===== config.mk =====
export PLATFORM = sky130hd
export DESIGN_NAME = odd_result_pipeline
export DESIGN_NICKNAME = d
export VERILOG_FILES = /design/src/rtl/odd_result_pipeline.sv
export SDC_FILE = /design/constraint.sdc
export NUM_CORES = 1
export LEC_CHECK = 0
export CAP_MARGIN = 20
export CORE_AREA = 2 2 543 545
export CTS_CLUSTER_DIAMETER = 120
export DETAILED_ROUTE_END_ITERATION = 8
export DIE_AREA = 0 0 545 547
export GPL_TIMING_DRIVEN = 0
export PLACE_DENSITY = 0.31
export SLEW_MARGIN = 40
export SYNTH_ARGS = -nofsm -noshare
export SYNTH_HDL_FRONTEND = slang
export SYNTH_SLANG_ARGS = --single-unit

===== constraint.sdc =====
create_clock -name clock -period 3.5 [get_ports clock]
set_input_delay 0.7 -clock clock [delete_from_list [all_inputs] [get_ports clock]]
set_output_delay 0.7 -clock clock [all_outputs]
set_load 0.05 [all_outputs]

===== src/rtl/odd_result_pipeline.sv =====
// Fixed-depth result pipeline from the odd pipe to register-file writeback.
// It provides per-stage forwarding taps and a youngest-match hazard query.
// Define ODD_RESULT_STATS_EN to add the saturating writeback and flush counters.
module odd_result_pipeline #(
  parameter int DEPTH  = 7,
  parameter int DATA_W = 128,
  parameter int ADDR_W = 7,
  parameter int LAT_W  = 4,
  parameter int UNIT_W = 3
) (
  input  logic                     clock,
  input  logic                     reset,
  input  logic                     in_valid,
  input  logic [DATA_W-1:0]        in_rt_value,
  input  logic [ADDR_W-1:0]        in_rt_address,
  input  logic                     in_reg_write,
  input  logic [LAT_W-1:0]         in_unit_latency,
  input  logic [UNIT_W-1:0]        in_unit_id,
  input  logic                     flush,
  input  logic [ADDR_W-1:0]        query_address,
  output logic                     query_hit,
  output logic                     query_ready,
  output logic [DATA_W-1:0]        query_value,
  output logic [DEPTH-1:0]         fwd_valid,
  output logic [DEPTH-1:0]         fwd_ready,
  output logic [DEPTH*ADDR_W-1:0]  fwd_rt_address,
  output logic [DEPTH*DATA_W-1:0]  fwd_rt_value,
  output logic                     wb_valid,
  output logic                     wb_reg_write,
  output logic [ADDR_W-1:0]        wb_rt_address,
  output logic [DATA_W-1:0]        wb_rt_value,
  output logic [UNIT_W-1:0]        wb_unit_id
`ifdef ODD_RESULT_STATS_EN
  ,
  output logic [31:0]              stat_wb_count,
  output logic [31:0]              stat_flush_count
`endif
);

  // Index k holds stage S(k+1): index 0 is the youngest entry, DEPTH-1 is the writeback stage.
  logic [DEPTH-1:0]  valid_q, valid_d;
  logic [DEPTH-1:0]  rw_q;
  logic [ADDR_W-1:0] addr_q  [DEPTH];
  logic [DATA_W-1:0] value_q [DEPTH];
  logic [LAT_W-1:0]  lat_q   [DEPTH];
  logic [UNIT_W-1:0] unit_q  [DEPTH];
  logic [LAT_W-1:0]  lat_d;

  // NOTE: every signal written in an always_comb gets a default on entry, so no path leaves it unassigned and no latch is inferred.
  always_comb begin
    lat_d = in_unit_latency;
    if (in_unit_latency == '0) begin
      lat_d = LAT_W'(1);
    end else if (int'(in_unit_latency) > DEPTH) begin
      lat_d = LAT_W'(DEPTH);
    end
  end

  // A flush kills both the incoming capture and the entry leaving S1.
  always_comb begin
    valid_d    = {valid_q[DEPTH-2:0], in_valid & ~flush};
    valid_d[1] = valid_q[0] & ~flush;
  end

  // NOTE: the stage registers, data included, are cleared by reset, because reset must squash in-flight entries and hold every output at zero.
  always_ff @(posedge clock or negedge reset) begin
    if (!reset) begin
      valid_q <= '0;
      rw_q    <= '0;
      for (int k = 0; k < DEPTH; k++) begin
        addr_q[k]  <= '0;
        value_q[k] <= '0;
        lat_q[k]   <= '0;
        unit_q[k]  <= '0;
      end
    end else begin
      // NOTE: state is updated with non-blocking assignments, so every stage sees the previous value of its neighbour.
      valid_q   <= valid_d;
      rw_q      <= {rw_q[DEPTH-2:0], in_reg_write};
      addr_q[0]  <= in_rt_address;
      value_q[0] <= in_rt_value;
      lat_q[0]   <= lat_d;
      unit_q[0]  <= in_unit_id;
      for (int k = 1; k < DEPTH; k++) begin
        addr_q[k]  <= addr_q[k-1];
        value_q[k] <= value_q[k-1];
        lat_q[k]   <= lat_q[k-1];
        unit_q[k]  <= unit_q[k-1];
      end
    end
  end

  // Forwarding taps: an entry becomes ready once its age reaches its latency.
  always_comb begin
    fwd_valid      = valid_q;
    fwd_ready      = '0;
    fwd_rt_address = '0;
    fwd_rt_value   = '0;
    for (int k = 0; k < DEPTH; k++) begin
      fwd_ready[k] = valid_q[k] & (int'(lat_q[k]) <= k + 1);
      fwd_rt_address[k*ADDR_W +: ADDR_W] = addr_q[k];
      fwd_rt_value[k*DATA_W +: DATA_W]   = value_q[k];
    end
  end

  // The scan runs from oldest to youngest, so the youngest match is the one that remains.
  always_comb begin
    query_hit   = 1'b0;
    query_ready = 1'b0;
    query_value = '0;
    for (int k = DEPTH - 1; k >= 0; k--) begin
      if (valid_q[k] && rw_q[k] && (addr_q[k] == query_address)) begin
        query_hit   = 1'b1;
        query_ready = fwd_ready[k];
        query_value = value_q[k];
      end
    end
  end

  assign wb_valid      = valid_q[DEPTH-1];
  assign wb_reg_write  = valid_q[DEPTH-1] & rw_q[DEPTH-1];
  assign wb_rt_address = addr_q[DEPTH-1];
  assign wb_rt_value   = value_q[DEPTH-1];
  assign wb_unit_id    = unit_q[DEPTH-1];

`ifdef ODD_RESULT_STATS_EN
  logic [31:0] wb_cnt_q, fl_cnt_q;

  always_ff @(posedge clock or negedge reset) begin
    if (!reset) begin
      wb_cnt_q <= '0;
      fl_cnt_q <= '0;
    end else begin
      if (wb_reg_write && (wb_cnt_q != 32'hFFFF_FFFF)) begin
        wb_cnt_q <= wb_cnt_q + 32'd1;
      end
      if (flush && (in_valid || valid_q[0]) && (fl_cnt_q != 32'hFFFF_FFFF)) begin
        fl_cnt_q <= fl_cnt_q + 32'd1;
      end
    end
  end

  assign stat_wb_count    = wb_cnt_q;
  assign stat_flush_count = fl_cnt_q;
`endif

endmodule


==> reports/summary.txt <==
area delta synth->final: 82.42%
clk buf depth: 4
Hold EP: fwd_rt_value[54]
Total GRT Usage: 0.1827
Synthesized Nets: 2699
# clock sinks: 1005
largest net degree at the start of global routing: 99
cells after synthesis: 2545
First-pass DRT Iterations: 6
DR vias/cell: 3.619
busiest layer in global routing: met2
Critical path buffers and inverters: 5
Num CTS Buffers: 146
most frequent CP cell: buf_12
max_slew headroom: 0.3423
Fmax: 0.2342 GHz
I/O pin total: 1383
Hold/Removal Path Class: input pin to flop
Final Critical Period: 4.270 ns
Fill cells: 31.22k
fin cells: 8268
met1 Resource Use GR: 0.2324
Residual DRC: 0
most frequent cells in the layout: clkdlybuf4s50_1 (1208), dfrtp_1 (992), buf_4 (240), clkbuf_16 (176), mux2i_1 (164)
routed wire length per instance: 34.23 µm
Die ar.: 298100 µm²
dpl cells: 7874
clk slew on worst S/H paths: 0.06 ns
vias in the first global route: 31.40k
reg2reg path depth: 0
Setup crit end kind: output port
Reg area: 25170 µm²
Seq/Total Area, Yosys: 0.7054
Stages on worst setup path: 11
hold wc startpoint: in_rt_value[54]
footprint of the multi-input gates: 10400 µm²
Antenna Violating Nets Remaining: 0
placed cell area: 55710 µm²
Starting DRT DRC Count: 1862
Hold WS: 0.3233 ns
worst skew pair latency: 0.81 ns
share of cells above drive strength 1: 0.2649
hold depth: 1
# nets final: 4371
via count: 29.92k
Clock Skews: 0.02946 ns
Final GP Congestion: 0.8416
Worst Path Arrival: 3.57 ns
die height: 547 µm
met2 Resource Use GR: 0.2921
H-tree lvl count: 4
fin crit share: 1.220
routing usage on met3: 0.06789
Cell Area, Synth: 35650 µm²
PnR worst setup slack: -0.7700 ns
Worst R2R End: fwd_rt_value[247]
max-slew violations: 0
status: finished, violations left
Syn. warnings: 0
first-pass GRT wire length: 356300 µm
Final Util: 0.2223
Routed Wire Length: 283000 µm
RSZ-0062 raised after global routing: yes
CP peak stage delay: 0.46 ns
worst-margin pin slew: 0.9835 ns
peak supply drop: 0.0003651 V
# setup viols final: 130
dpl hpwl: 224300 µm
Post-synth EDFFs: 0
Std-Cell Core Area: 292600 µm²
worst setup path class: flop to output port
I/O Buffers: 1375
Startpoint Class: flop
Largest delay share family, worst path: buffers and inverters
r2r setup slk: 2.52 ns
violations in the final reports: negative setup slack
LEAKAGE: 27.44 nW
CTS tree: built
row count: 199
initial antenna violation count: 48
CTS root buffer: clkbuf_16
Initial Utilization: 0.1219
gr ovfl total: 0
Pwr per Cell Area: 510.5 nW/µm²
most common cell after layout, fill and taps aside: clkdlybuf4s50_1
post-synthesis cell type count: 44
slowest CP cell: or4_4
Fin. Hold Viols: 0
Die Span X: 545 µm
Synth Flop Type: dfrtp_1
worst r2r src: fwd_rt_value[119]
CP required: 2.80 ns
max cap viols: 0
FFs w/ async S/R, synth: 1.000
CP max FO: 7
cells along the critical path: xnor2_1 > nand4_1 > or4_4 > buf_12 > and2_4 > buf_16 > buf_16 > buf_12 > a211o_4 > a21oi_4 > buf_12
Synth Area per Inst: 14.01 µm²
Final Cell Area: 65040 µm²
flops & latches, synth: 1005
[where the power goes]
group          switching, mW  internal, mW  total [mW]
Combinational           3.63          1.51        5.14
Sequential             0.768          12.2        13.0
Clock                   6.14          8.94        15.1
[worst max path at each step]
stage	slack, ns	startpoint	endpoint
finish	-0.77	fwd_rt_address[25]	query_value[117]
detailed placement	-2.40	query_address[2]	query_value[108]
floorplan	-0.04	query_address[0]	query_ready
CTS	-0.97	wb_rt_address[0]	query_value[108]
global route	-0.91	wb_rt_address[2]	query_value[108]
global placement	-50.45	reset	fwd_rt_value[297]
[repair_timing]
action                                 in CTS  in global routing
buffers inserted                           73                 35
hold buffers                                1                  0
gates resized for setup                  1416                195
endpoints found under the hold margin      62                  0
setup endpoints to repair                 133                131
cloned                                     11                  7
pin swaps                                 100                 95
[routing by layer]
layer	routed length [µm]	vias to the layer above	share of wire
li1	-	12450	-
met1	119800	15830	0.42
met2	130100	1358	0.46
met3	26520	255	0.094
met4	6499	24	0.023
met5	166	-	0.00059
[sequential cells by signal (all words and copies together), names as in the netlist]
register / cells
wb_unit_id: 3
lat_q: 25
fwd_rt_value: 768
unit_q: 18
rw_q: 7
wb_rt_address: 7
wb_rt_value: 128
fwd_valid: 7
fwd_rt_address: 42
[through the flow]
step | TNS, ns | setup WS [ns] | total power [mW]
floorplan | -0.04311 | -0.04311 | 15.44
global placement | - | -50.45 | 18.24
detailed placement | -260.36 | -2.399 | 18.28
CTS | -101.62 | -0.9698 | 33.79
global route | -103.22 | -0.9150 | 34.37
finish | -83.24 | -0.7700 | 33.20
[cells in the mapped netlist (64+ instances only)]
master,number,share of area
a211o_1,65,0.016
a21oi_1,131,0.018
a221oi_1,65,0.016
a31oi_1,66,0.012
and3_1,132,0.023
buf_4,156,0.033
clkbuf_1,123,0.013
dfrtp_1,1005,0.71
mux2i_1,187,0.052
nand3b_1,127,0.027
nor2_1,135,0.014
o21ai_0,64,0.0090
[cell families after synthesis]
logic type	count (synthesis)	synth area share
other	1	0.0001052
AOI/OAI and AO/OA	527	0.1021
and+or+nand+nor	437	0.07261
DFF	1005	0.7054
buffers and inverters	339	0.05531
muxes	187	0.05250
xor gates and xnor gates	49	0.01204
[cell type report]
cell class	instances	share of cell area
Buffer	328	0.04863
Clock inverter	46	0.007002
Inverter	5	0.0002886
Clock buffer	211	0.06618
Multi-Input combinational cell	1201	0.1598
Timing Repair Buffer	1530	0.2549
Sequential cell	1005	0.3869
Antenna cell	23	0.0008849
Tap cell	3919	0.07539
Note: power is estimated with default switching activity, not from simulation.
